<file path="src/rtl/uart_fifo_v2.sv">
// rtl/uart_fifo_v2.sv - parametrised synchronous FIFO for the UART RX/TX paths
// Optional first-word-fall-through read, fill level, thresholds, sticky errors, flush.
module uart_fifo_v2 #(
    parameter int DATA_WIDTH = 16,
    parameter int DEPTH      = 16,
    parameter int FWFT       = 0,
    parameter int AF_THRESH  = 14,
    parameter int AE_THRESH  = 2
) (
    input  logic                       clk,
    input  logic                       rst,
    input  logic                       flush,
    input  logic                       wr_en,
    input  logic [DATA_WIDTH-1:0]      wr_data,
    input  logic                       rd_en,
    output logic [DATA_WIDTH-1:0]      rd_data,
    output logic                       rd_valid,
    output logic                       full,
    output logic                       empty,
    output logic                       almost_full,
    output logic                       almost_empty,
    output logic [$clog2(DEPTH):0]     level,
    output logic                       overflow,
    output logic                       underflow,
    input  logic                       clr_err
);

    localparam int AW = $clog2(DEPTH);
    localparam int LW = AW + 1;
    localparam logic [LW-1:0] AF_L = LW'(AF_THRESH);
    localparam logic [LW-1:0] AE_L = LW'(AE_THRESH);

    logic [DATA_WIDTH-1:0] mem [DEPTH];
    logic [LW-1:0]         wr_ptr;
    logic [LW-1:0]         rd_ptr;
    logic [LW-1:0]         level_q;
    logic                  overflow_q;
    logic                  underflow_q;
    logic                  wr_ok;
    logic                  rd_ok;

    // Pointers carry one extra wrap bit so full and empty are distinguishable.
    assign full  = (wr_ptr[AW-1:0] == rd_ptr[AW-1:0]) && (wr_ptr[AW] != rd_ptr[AW]);
    assign empty = (wr_ptr == rd_ptr);

    assign wr_ok = wr_en && !full && !flush;
    assign rd_ok = rd_en && !empty && !flush;

    assign level        = level_q;
    assign almost_full  = (level_q >= AF_L);
    assign almost_empty = (level_q <= AE_L);
    assign overflow     = overflow_q;
    assign underflow    = underflow_q;

    always_ff @(posedge clk) begin
        if (wr_ok) begin
            mem[wr_ptr[AW-1:0]] <= wr_data;
        end
    end

    always_ff @(posedge clk or posedge rst) begin
        if (rst) begin
            wr_ptr  <= '0;
            rd_ptr  <= '0;
            level_q <= '0;
        end else if (flush) begin
            wr_ptr  <= '0;
            rd_ptr  <= '0;
            level_q <= '0;
        end else begin
            if (wr_ok) begin
                wr_ptr <= wr_ptr + LW'(1);
            end
            if (rd_ok) begin
                rd_ptr <= rd_ptr + LW'(1);
            end
            case ({wr_ok, rd_ok})
                2'b10:   level_q <= level_q + LW'(1);
                2'b01:   level_q <= level_q - LW'(1);
                default: level_q <= level_q;
            endcase
        end
    end

    // Requests ignored under flush do not raise errors; a new event beats clr_err.
    always_ff @(posedge clk or posedge rst) begin
        if (rst) begin
            overflow_q  <= 1'b0;
            underflow_q <= 1'b0;
        end else begin
            if (wr_en && full && !flush) begin
                overflow_q <= 1'b1;
            end else if (clr_err) begin
                overflow_q <= 1'b0;
            end
            if (rd_en && empty && !flush) begin
                underflow_q <= 1'b1;
            end else if (clr_err) begin
                underflow_q <= 1'b0;
            end
        end
    end

    generate
        if (FWFT != 0) begin : g_fwft
            assign rd_data  = mem[rd_ptr[AW-1:0]];
            assign rd_valid = !empty;
        end else begin : g_std
            logic [DATA_WIDTH-1:0] rd_data_q;
            logic                  rd_valid_q;

            always_ff @(posedge clk or posedge rst) begin
                if (rst) begin
                    rd_data_q  <= '0;
                    rd_valid_q <= 1'b0;
                end else if (rd_ok) begin
                    rd_data_q  <= mem[rd_ptr[AW-1:0]];
                    rd_valid_q <= 1'b1;
                end else begin
                    rd_valid_q <= 1'b0;
                end
            end

            assign rd_data  = rd_data_q;
            assign rd_valid = rd_valid_q;
        end
    endgenerate

endmodule

</file>
<file path="config.mk">
export PLATFORM = sky130hd
export DESIGN_NAME = uart_fifo_v2
export DESIGN_NICKNAME = d
export VERILOG_FILES = /design/src/rtl/uart_fifo_v2.sv
export SDC_FILE = /design/constraint.sdc
export NUM_CORES = 1
export LEC_CHECK = 0
export BUFFER_PORTS_ARGS = -buffer_cell sky130_fd_sc_hd__buf_2
export CORE_MARGIN = 1.5
export CORE_UTILIZATION = 40
export CTS_CLUSTER_SIZE = 30
export DETAILED_ROUTE_END_ITERATION = 10
export PLACE_DENSITY = 0.62
export SLEW_MARGIN = 0
export SYNTH_ARGS = -nofsm -noshare
export SYNTH_HDL_FRONTEND = slang
export SYNTH_SLANG_ARGS = --single-unit
</file>
<file path="constraint.sdc">
create_clock -name clk -period 6.9 [get_ports clk]
set_input_delay 0.345 -clock clk [delete_from_list [all_inputs] [get_ports clk]]
set_output_delay 0.345 -clock clk [all_outputs]
set_load 0.02 [all_outputs]
</file>
**Word-level counts from Yosys, hierarchy flattened**

Memory sizes are Yosys's and may differ from the RTL's. A register that Yosys moved wholly into a read port is not among the register bits.
Index checks and enable logic that the tools add are counted.

- Register bits: 18
- RAM bits: 256
- Output and inout port bits: 28
- Word-level logic and storage cells: 47
- Memories: 1

- Add/subtract/negate cells: 4
- $lt $le $gt $ge: 2
- Equality and inequality tests: 5
- Mux-type cells: 12
- Reductions and logical operators: 17

Memory list:

| name | words | width | read ports | clocked after Yosys merged registers in | write ports | line | source |
|---|---|---|---|---|---|---|---|
| mem | 16 | 16 | 1 | 1 | 1 | 33 | `logic [DATA_WIDTH-1:0] mem [DEPTH];` |

Operator list:

| cell | count |
|---|---|
| 5-bit two-way mux | 5 |
| 5-bit by 1-bit adder with 5-bit output (second input constant) | 3 |
| 5-bit case mux with 2 select lines | 1 |
| 1-bit logical AND | 9 |
| 2-bit nonzero test | 4 |
| 1-bit two-way mux | 6 |
| 5-bit == test | 1 |
| 5-bit by 4-bit >= comparator with 1-bit output (second input constant) | 1 |
| 5-bit by 2-bit less-or-equal comparator with 1-bit output (second input constant) | 1 |
| 5-bit by 1-bit subtractor with 5-bit output (second input constant) | 1 |
| 4-bit == test | 1 |
| 1-bit zero test | 3 |
| 3-bit nonzero test | 1 |
| 2-bit by 1-bit == test with 1-bit output (second input constant) | 1 |
| 2-bit == test (second input constant) | 1 |
| 1-bit != test | 1 |

**Depth between registers and ports, before layout**

Gate-level depths: netlist of run 1.

- Depth after elaboration: 8
- Gate-level depth with buffers: 12
- Depth with buffers taken out: 11

**Least setup slack after synthesis of run 1**

OpenSTA, ideal clock, no wires.

- Path type: flip-flop to flip-flop
- From: register wr_ptr[3]
- To: memory mem[0][0], enable pin
- Library setup time: 0.430 ns
- Arrival time: 2.811 ns
- Data required time: 6.470 ns
- Path slack: 3.659 ns
- Stages on the path, launching flop included: 7
- Path through: dfrtp_1 -> buf_2 -> xnor2_1 -> nand4_1 -> buf_2 -> o21ai_0 -> nor4_1

- Cells in the longest elaborated chain, start to end: 7

RTL lines:

| what | line | source |
|---|---|---|
| start, declared | 34 | `logic [LW-1:0] wr_ptr;` |
| start signal, assigned | 72 | `wr_ptr <= wr_ptr + LW'(1);` |
| 4-bit == test | 43 | `assign full = (wr_ptr[AW-1:0] == rd_ptr[AW-1:0]) && (wr_ptr[AW] != rd_ptr[AW]);` |
| 1-bit logical AND | 43 |  |
| 1-bit zero test | 46 | `assign wr_ok = wr_en && !full && !flush;` |
| 1-bit logical AND (2 in series) | 46 |  |
| 1-bit two-way mux | 56 | `if (wr_ok) begin` |
| 1-bit two-way mux (implied by the code) | 57 | `mem[wr_ptr[AW-1:0]] <= wr_data;` |
| end, declared | 33 |  |

Parallel ways exist; a longest one is shown, timed or not.

**Worst setup path in the final report of run 1**

- From: register rd_ptr[1]
- To: register level_q[4] (netlist: level[4])

- Cells in the longest elaborated chain, start to end: 8
- Elaborated cells between the ends (all ways): 14

RTL lines:

| what | line | source |
|---|---|---|
| start, declared | 35 | `logic [LW-1:0] rd_ptr;` |
| start signal, assigned | 75 | `rd_ptr <= rd_ptr + LW'(1);` |
| 4-bit == test | 43 |  |
| 1-bit logical AND | 43 |  |
| 1-bit zero test | 46 |  |
| 1-bit logical AND (2 in series) | 46 |  |
| 2-bit by 1-bit == test with 1-bit output / 2-bit == test (equally long branches) | 77 | `case ({wr_ok, rd_ok})` |
| 5-bit case mux with 2 select lines | 77 |  |
| 5-bit two-way mux | 66 | `end else if (flush) begin` |
| end signal, assigned | 78 | `2'b10: level_q <= level_q + LW'(1);` |
| end signal, assigned | 79 | `2'b01: level_q <= level_q - LW'(1);` |
| end signal, assigned | 80 | `default: level_q <= level_q;` |
| end, declared | 36 | `logic [LW-1:0] level_q;` |

Parallel ways exist; a longest one is shown, timed or not.
A chain may end at the register's enable or synchronous reset.

==> impl_metrics.json, run 1 <==
{
  "path_common_cell": "a21oi_1",
  "ys.warnings.count": 0,
  "worstPathArrival_ns": 4.54,
  "cp-start-kind": "flop",
  "ant_nets": 0,
  "worstRegToRegCells": 12,
  "drcViolationCount": 0,
  "ctsRootBufferMaster": "clkbuf_16",
  "num_vias": 5510,
  "hold_depth": 1,
  "synth.distinct_cells": 45,
  "drt_wl_total_mm": 23.9,
  "grt_pass1_wl_mm": 36.5,
  "grt_pass1_vias": 5886,
  "cap_violations": 0,
  "min_path_type": "primary input to flop",
  "yosysTopAreaCell": "edfxtp_1",
  "finalNonFillerCells": 1045,
  "ys_seq_area_share_pct": 74.1,
  "postSynthAreaPerCell_um2": 20.2,
  "syn_area_um2": 11500,
  "cts_resized": 0,
  "p_leak_nw": 4.38,
  "crit_type": "flop to flop",
  "drt-initial-drc-count": 420,
  "synthFlopType": "edfxtp_1",
  "endpoint_kind": "flop",
  "rsz0062_at_grt": "no",
  "synth_edf_count": 256,
  "yosys-top-cells-area": "edfxtp_1 (67%), mux4_2 (11%), dfrtp_1 (7.4%)",
  "final_nets": 672,
  "fin_skew_ns": 0.0135,
  "tightestPinTransition_ns": 1.21,
  "crit_family": "simple AND/OR/NAND/NOR gates",
  "cp.buffers_inverters": 2,
  "synth-seq-cells": 290,
  "crit_path_cell_trace": "buf_4, xnor2_1, nand4_1, nor2_2, nor3_1, inv_1, fa_1, nand2b_1, a21oi_1, xor2_1, mux4_2, a21oi_1",
  "vias_per_cell": 5.27,
  "die_area_um2": 29800,
  "clk_latency_ns": 0.57,
  "clk_pin_slew_ns": 0.06,
  "drive_gt1_share_pct": 31.1,
  "dp_hpwl_mm": 13.5,
  "ios": 50,
  "max-slew-margin-rel_pct": 18.9,
  "cp_slowest_cell": "buf_4",
  "die_h_um": 173,
  "dr.pass1.iters": 4,
  "fin_crit_ns": 4.06,
  "outcome": "finished clean",
  "numCtsBuffers": 31,
  "cp.required_ns": 7.38,
  "areaGrowthSynthToFinish_pct": 15.2,
  "fmax_ghz": 0.247,
  "setup_viol": 0,
  "h-tree-depth": 1,
  "grt_max_degree": 69,
  "wl_per_cell_um": 22.8,
  "cts.path.max_buffers": 3,
  "coreArea_um2": 28100,
  "cts_tree": "built",
  "slowest_delay_ns": 0.75,
  "tns_ns": 0,
  "netlist.area_leader.share_pct": 66.7,
  "peakVddDrop_mv": 0.195,
  "grt.overflow.total": 0,
  "start_util_pct": 41.0,
  "cts_sinks": 290,
  "gp_congestion": 0.794,
  "synth.net_count": 603,
  "finalCritPeriodShare_pct": 58.8,
  "syn-instance-count": 572,
  "grt_use_total_pct": 16.3,
  "finalHoldViolations": 0,
  "crit_cells": 12,
  "numPortBuffers": 49,
  "antenna_found_initial": 2,
  "slew_viol_final": 0,
  "row_count": 61,
  "worstPathMaxFanout": 68,
  "p_per_area_nw_per_um2": 323,
  "synthArstFlopShare_pct": 11.7,
  "die_x_um": 173,
  "utilization_pct": 47.3,
  "placedCellCount": 984,
  "fill_cells": 2425
}
[repair_timing]
item | 4_1_cts | 5_1_grt
hold endpoints to repair | 36 | 0
hold buffers | 2 | 0
buffers inserted | 0 | 0
[report_power, final]
group          switching [W]  total, W  internal [W]
sequential         0.0000510   0.00203       0.00198
clock               0.000665   0.00165      0.000981
combinational       0.000327  0.000611      0.000284
[cells in the mapped netlist (2+ instances only)]
| master | number |
|---|---|
| a21oi_1 | 5 |
| a22oi_1 | 32 |
| and3_1 | 3 |
| buf_2 | 8 |
| buf_4 | 5 |
| buf_6 | 3 |
| clkbuf_1 | 11 |
| dfrtp_1 | 34 |
| edfxtp_1 | 256 |
| ha_1 | 8 |
| inv_1 | 8 |
| mux2_2 | 16 |
| mux2i_1 | 3 |
| mux4_1 | 8 |
| mux4_2 | 57 |
| nand2_1 | 21 |
| nand2b_1 | 9 |
| nand3_1 | 2 |
| nand3b_1 | 3 |
| nor2_1 | 29 |
| nor2_2 | 2 |
| nor2b_1 | 2 |
| nor4_1 | 4 |
| o211ai_1 | 5 |
| o21ai_0 | 4 |
| xnor2_1 | 9 |
| xor2_1 | 7 |
[path summary, 6_finish.rpt]
path                                             start                endpoint  slack, ns
max in group asynchronous                          rst   rd_ptr[0]$_DFFE_PP0P_       6.07
worst max-delay path             rd_ptr[1]$_DFFE_PP0P_    level[4]$_DFFE_PP0P_       2.84
worst min-delay path                       wr_data[10]    mem[6][10]$_DFFE_PP_       0.15
worst min register to register  rd_data[6]$_DFFE_PP0P_  rd_data[6]$_DFFE_PP0P_       0.50
min in group asynchronous                          rst    level[0]$_DFFE_PP0P_       0.45
worst max register to register   rd_ptr[1]$_DFFE_PP0P_    level[4]$_DFFE_PP0P_       2.84
[kinds of logic after synthesis]
group / Yosys count / synth area share [%]
xor+xnor: 17 / 1.36
compound gates: 54 / 3.53
fa+ha+maj: 9 / 1.04
simple gates: 80 / 3.28
flops: 290 / 74.1
buf+inv: 38 / 1.95
mux: 84 / 14.8
[cell type report]
type                            count  area (um^2)  share of cell area (%)
Clock inverter                     14          178                    1.34
Inverter                            8         30.0                   0.226
Antenna cell                        1         2.50                  0.0188
Sequential cell                   290         8540                    64.3
Multi-Input combinational cell    244         2820                    21.3
Clock buffer                       44          855                    6.43
Tap cell                          378          473                    3.56
Timing Repair Buffer               66          378                    2.85
[through the flow]
stage                     hold slack (ns)  cell area [um^2]  total power (W)  setup WS, ns
after floorplan                     0.438             11500          0.00253          3.66
after global routing                0.149             13300          0.00446          2.56
after global placement              0.486             12200          0.00268          2.93
after CTS                           0.135             13300          0.00433          2.78
after detailed placement            0.492             12200          0.00269          2.78
final                               0.154             13300          0.00429          2.84
[sequential cells by signal, indices dropped and copies added, names as in the netlist]
register	flops
rd_ptr	5
level	5
rd_valid	1
wr_ptr	5
underflow	1
rd_data	16
mem	256
overflow	1
[metal layers]
| metal | GRT usage [%] | wire length (um) | vias to the layer above |
|---|---|---|---|
| met2 | 26.9 | 11500 | 152 |
| met4 | 3.70 | 451 | 2 |
| met3 | 3.06 | 1880 | 39 |
| met1 | 22.7 | 10100 | 2849 |
| li1 | - | - | 2468 |
| met5 | 0 | 16 | - |
[placed cells by master, fill, tap and decap left out, types with 9 or more instances in the layout]
master	instances
xnor2_1	9
buf_4	15
clkbuf_1	10
nor2_1	16
clkbuf_16	31
nor2_2	15
nand2b_1	9
edfxtp_1	256
nand2_1	21
mux2_2	16
dfrtp_1	32
buf_2	49
mux4_2	57
a22oi_1	32
Note: power is estimated with default switching activity, not from simulation.
==> run 2, diff against run 1 <==
--- a/config.mk
+++ b/config.mk
@@ -10,7 +10,7 @@
 export CORE_UTILIZATION = 40
 export CTS_CLUSTER_SIZE = 30
 export DETAILED_ROUTE_END_ITERATION = 10
-export PLACE_DENSITY = 0.62
+export PLACE_DENSITY = 0.64
 export SLEW_MARGIN = 0
 export SYNTH_ARGS = -nofsm -noshare
 export SYNTH_HDL_FRONTEND = slang
==> constraint.sdc (replaced) <==
create_clock -name clk -period 3.64 [get_ports clk]
set_input_delay 0.182 -clock clk [delete_from_list [all_inputs] [get_ports clk]]
set_output_delay 0.182 -clock clk [all_outputs]
set_load 0.02 [all_outputs]
==> run 2 against run 1 <==
Sequential cell count unchanged. Final area is 1.3% higher. Largest cell class unchanged. Final cell count grew 1.7%. Largest power group unchanged. Die area did not move. Utilization grew 0.62 points. Highest routed layer unchanged.
==> impl_metrics.json, run 2 (synthesized netlist as in run 1, its figures left out) <==
{
  "start_util_pct": 41.0,
  "cts.path.max_buffers": 3,
  "r2r_slack_ns": 0.37,
  "dp_slack_ns": 0.384,
  "p_leak_nw": 4.50,
  "row_count": 61,
  "antenna_found_initial": 2,
  "final_nets": 691,
  "min_from": "wr_data[1]",
  "grt_pass1_vias": 5918,
  "dp_hpwl_mm": 14.3,
  "timing.rr.start": "wr_ptr[2]$_DFFE_PP0P_",
  "clk_pin_slew_ns": 0.07,
  "tns_ns": 0,
  "fmax_ghz": 0.306,
  "worst_slack_ns": 0.374,
  "finalCritPeriodShare_pct": 89.7,
  "cp.required_ns": 4.11,
  "setup_viol": 0,
  "p_per_area_nw_per_um2": 612,
  "cts_resized": 0,
  "wl_per_cell_um": 23.9,
  "cap_violations": 0,
  "dr.pass1.iters": 5,
  "max-slew-margin-rel_pct": 31.3,
  "reg2reg_to": "level[4]$_DFFE_PP0P_",
  "die_x_um": 173,
  "crit_type": "flop to flop",
  "outcome": "finished clean",
  "hold_depth": 1,
  "gp_congestion": 0.779,
  "grt_max_degree": 68,
  "h-tree-depth": 1,
  "fill_cells": 2322,
  "numCtsBuffers": 30,
  "cts_sinks": 290,
  "cp-start-kind": "flop",
  "grt.overflow.total": 0,
  "worstPathArrival_ns": 3.73,
  "grt_pass1_wl_mm": 38.3,
  "largest_register_ffs": 256,
  "drt-initial-drc-count": 627,
  "tightestPinTransition_ns": 1.03,
  "rsz0062_at_grt": "no",
  "worstRegToRegCells": 11,
  "grt_use_total_pct": 17.2,
  "fin_crit_ns": 3.27,
  "postCtsSetupBuffers": 0,
  "drt_wl_total_mm": 25.4,
  "areaGrowthSynthToFinish_pct": 16.7,
  "ctsRootBufferMaster": "clkbuf_16",
  "hold_buffers": 6,
  "min_to": "mem[11][1]$_DFFE_PP_",
  "mostFrequentLayoutCells": "edfxtp_1 (256), mux4_2 (57), buf_2 (49), a22oi_1 (32), dfrtp_1 (32)",
  "num_vias": 5809,
  "min_path_type": "primary input to flop",
  "drive_gt1_share_pct": 32.9,
  "clk_latency_ns": 0.54,
  "ios": 50,
  "die_h_um": 173,
  "slew_viol_final": 0,
  "peakVddDrop_mv": 0.388,
  "layout_commonest_cell": "edfxtp_1",
  "coreArea_um2": 28100,
  "worstPathMaxFanout": 11,
  "vias_per_cell": 5.46,
  "ant_nets": 0,
  "numPortBuffers": 49,
  "finalHoldViolations": 0,
  "endpoint_kind": "flop",
  "cts_tree": "built",
  "fin_skew_ns": 0.0145,
  "drcViolationCount": 0,
  "die_area_um2": 29800
}
run 2: how the worst max path moves through the flow:
stage	from	end	slack (ns)	cells after the start
floorplan	wr_ptr[3]$_DFFE_PP0P_	mem[0][0]$_DFFE_PP_	0.40	6
global placement	wr_ptr[2]$_DFFE_PP0P_	level[4]$_DFFE_PP0P_	0.54	11
CTS	wr_ptr[3]$_DFFE_PP0P_	level[4]$_DFFE_PP0P_	0.36	11
detailed placement	wr_ptr[2]$_DFFE_PP0P_	level[4]$_DFFE_PP0P_	0.38	11
global route	wr_ptr[2]$_DFFE_PP0P_	level[4]$_DFFE_PP0P_	0.14	11
finish	wr_ptr[2]$_DFFE_PP0P_	level[4]$_DFFE_PP0P_	0.37	11
run 2: power breakdown:
| group | internal, W | switching, W |
|---|---|---|
| registers | 0.00376 | 0.0000919 |
| logic | 0.000552 | 0.000638 |
| clock network | 0.00192 | 0.00127 |
| total | 0.00623 | 0.00200 |
run 2: area by class of cell:
type / count / area [um^2] / area share (%)
Antenna cell: 1 / 2.50 / 0.0186
Clock buffer: 33 / 783 / 5.82
Clock inverter: 23 / 265 / 1.97
Inverter: 8 / 30.0 / 0.223
Multi-Input combinational cell: 244 / 2820 / 21.0
Sequential cell: 290 / 8540 / 63.5
Tap cell: 378 / 473 / 3.51
Timing Repair Buffer: 86 / 538 / 4.00
run 2: worst max-delay path: stages, from the launching register on:
cell and delay, ns:
dfrtp_1 0.53, xnor2_1 0.29, and4_1 0.30, a21boi_1 0.10, nor3_1 0.27, inv_1 0.10
fa_1 0.41, nand2b_1 0.16, a21oi_1 0.17, xor2_1 0.21, mux4_2 0.52, a21oi_1 0.13
run 2: through the flow:
step	power, W	hold slack, ns	instances	utilization [%]	instance area [um^2]
final	0.00823	0.0155	1063	47.9	13500
after floorplan	0.00480	0.275	572	-	11500
after global routing	0.00854	0.0127	1063	47.9	13500
after global placement	0.00509	0.378	1000	44.0	12300
after CTS	0.00831	0.00111	1062	47.9	13500
after detailed placement	0.00512	0.379	1000	44.0	12300
run 2: metal layers:
layer	global-route usage [%]	routed length (um)
met1	24.9	11400
met2	27.4	12100
met3	2.97	1550
met4	4.09	395
met5	0	17
==> run 3, diff against run 2 <==
--- a/config.mk
+++ b/config.mk
@@ -8,6 +8,7 @@
 export BUFFER_PORTS_ARGS = -buffer_cell sky130_fd_sc_hd__buf_2
 export CORE_MARGIN = 1.5
 export CORE_UTILIZATION = 40
+export CTS_BUF_LIST = sky130_fd_sc_hd__clkbuf_8
 export CTS_CLUSTER_SIZE = 30
 export DETAILED_ROUTE_END_ITERATION = 10
 export PLACE_DENSITY = 0.64
==> run 3 against run 2 <==
First-iteration DRC count down 6.1%. Register-to-register slack got worse by 0.02 ns. Clock power shrank 17%. Sequential cell count is the same. Clock skew is 0.022 ns higher. Total power shrank 6.3%. Critical path type unchanged.
==> impl_metrics.json, run 3 (synthesized netlist as in run 1, its figures left out) <==
{
  "grt_max_degree": 68,
  "rsz0062_at_grt": "no",
  "grt.overflow.total": 0,
  "slew_viol_final": 0,
  "coreArea_um2": 28100,
  "grt_use_met1_pct": 24.5,
  "outcome": "finished clean",
  "start_util_pct": 41.0,
  "cts_tree": "built",
  "worstPathMaxFanout": 11,
  "drive_gt1_share_pct": 32.6,
  "multi_input_area_um2": 2820,
  "numCtsBuffers": 46,
  "final_nets": 719,
  "peakVddDrop_mv": 0.230,
  "fill_cells": 2371,
  "finalCritPeriodShare_pct": 90.2,
  "cap_violations": 0,
  "drt-initial-drc-count": 589,
  "cp-start-kind": "flop",
  "wl_per_cell_um": 23.1,
  "num_vias": 5886,
  "cp_slowest_cell": "dfrtp_1",
  "grt_use_total_pct": 17.4,
  "worst_hold_slack_ns": 0.0276,
  "max-slew-margin-rel_pct": 31.5,
  "drcViolationCount": 0,
  "design_area_um2": 13400,
  "worstPathArrival_ns": 3.74,
  "die_h_um": 173,
  "dp_hpwl_mm": 14.3,
  "vias_per_cell": 5.33,
  "layout_commonest_cell": "edfxtp_1",
  "min_path_type": "primary input to flop",
  "h-tree-depth": 2,
  "met3_usage_pct": 3.67,
  "regArea_um2": 8540,
  "tightestPinTransition_ns": 1.02,
  "clk_latency_ns": 0.57,
  "path_common_cell": "a21oi_1",
  "finalNonFillerCells": 1104,
  "finalHoldViolations": 0,
  "mostFrequentLayoutCells": "edfxtp_1 (256), mux4_2 (57), clkbuf_8 (49), buf_2 (49)",
  "fmax_ghz": 0.305,
  "slowest_delay_ns": 0.53,
  "p_per_area_nw_per_um2": 574,
  "placedCellCount": 1000,
  "cts.path.max_buffers": 3,
  "ios": 50,
  "ctsRootBufferMaster": "clkbuf_8",
  "drt_wl_total_mm": 25.5,
  "areaGrowthSynthToFinish_pct": 16.4,
  "clk_pin_slew_ns": 0.06,
  "crit_type": "flop to flop",
  "setup_viol": 0,
  "p_leak_nw": 4.55,
  "cp.required_ns": 4.10,
  "top_usage_layer": "met2",
  "numPortBuffers": 49,
  "crit_family": "simple AND/OR/NAND/NOR gates",
  "gp_congestion": 0.779,
  "design_power_total_w": 0.00771,
  "largest_register_ffs": 256,
  "die_area_um2": 29800,
  "fin_skew_ns": 0.0363,
  "crit_path_cell_trace": "xnor2_1, and4_1, a21boi_1, nor3_1, inv_1, fa_1, nand2b_1, a21oi_1, xor2_1, mux4_2, a21oi_1",
  "cts_sinks": 290,
  "fin_crit_ns": 3.28,
  "grt_pass1_wl_mm": 38.5,
  "ant_nets": 0,
  "gr-usage-met2_pct": 27.4,
  "antenna_found_initial": 1,
  "cp.buffers_inverters": 1,
  "die_x_um": 173,
  "endpoint_kind": "flop",
  "tns_ns": 0,
  "grt_pass1_vias": 6107,
  "dr.pass1.iters": 4,
  "placed_area_um2": 12300,
  "row_count": 61
}
run 3: changes by cell type in the layout (fill, tap and decap cells not counted):
| cell | change |
|---|---|
| clkinv_4 | -3 |
| clkbuf_16 | -31 |
| clkinv_1 | +2 |
| clkinvlp_4 | +1 |
| inv_6 | -3 |
| dlygate4sd3_1 | +12 |
| clkbuf_8 | +49 |
| clkbuf_1 | -2 |
| clkinv_8 | +1 |
| inv_1 | +18 |
| bufinv_16 | -3 |
run 3: metal layers:
layer / up-vias / part of all wire (%) / routed length (um)
li1: 2567 / - / -
met1: 3082 / 44 / 11200
met2: 199 / 48 / 12100
met3: 38 / 6.6 / 1690
met4: 0 / 1.7 / 434
met5: - / 0 / 0
run 3: area by class of cell:
cell class	count	share of cell area [%]
antenna	1	0.0186
clock buffer	49	5.02
clock inverter	36	1.65
inverter	8	0.224
multi-input combinational	244	21.0
sequential	290	63.6
tap	378	3.52
timing repair buffer	98	4.90
run 3: worst min-delay path, cell delays in order:
cell and delay, ns:
buf_2 0.17, nand3b_1 0.09, o21ai_0 0.07
run 3: stage by stage:
| stage | util, % | setup slack [ns] |
|---|---|---|
| after floorplan | - | 0.399 |
| after global placement | 44.0 | 0.536 |
| after detailed placement | 44.0 | 0.384 |
| after CTS | 47.8 | 0.341 |
| after global routing | 47.8 | 0.0999 |
| final | 47.8 | 0.357 |
run 3: worst paths after layout:
check                      cells after the start                    from  slack (ns)                 endpoint
max in group asynchronous                      4                     rst        2.42     level[4]$_DFFE_PP0P_
min reg2reg                                    1  rd_data[1]$_DFFE_PP0P_        0.50   rd_data[1]$_DFFE_PP0P_
min                                            3                   wr_en        0.03     overflow$_DFFE_PP0P_
min in group asynchronous                      3                     rst        0.39  rd_data[13]$_DFFE_PP0P_
max reg2reg                                   11   wr_ptr[2]$_DFFE_PP0P_        0.36     level[4]$_DFFE_PP0P_
max                                           11   wr_ptr[2]$_DFFE_PP0P_        0.36     level[4]$_DFFE_PP0P_
run 3: what timing repair did:
item / in CTS / in global routing
endpoints found under the hold margin: 250 / 0
resized for setup: 0 / 0
buffers inserted: 0 / 0
setup endpoints to repair: 0 / 0
hold buffers: 18 / 0
run 3: where the power goes:
group          leakage (nW)  total [W]  internal [W]  switching, W
Clock                 0.520    0.00266       0.00140       0.00126
Combinational          1.30    0.00120      0.000560      0.000639
Sequential             2.74    0.00385       0.00376     0.0000912
Total                  4.55    0.00771       0.00572       0.00199
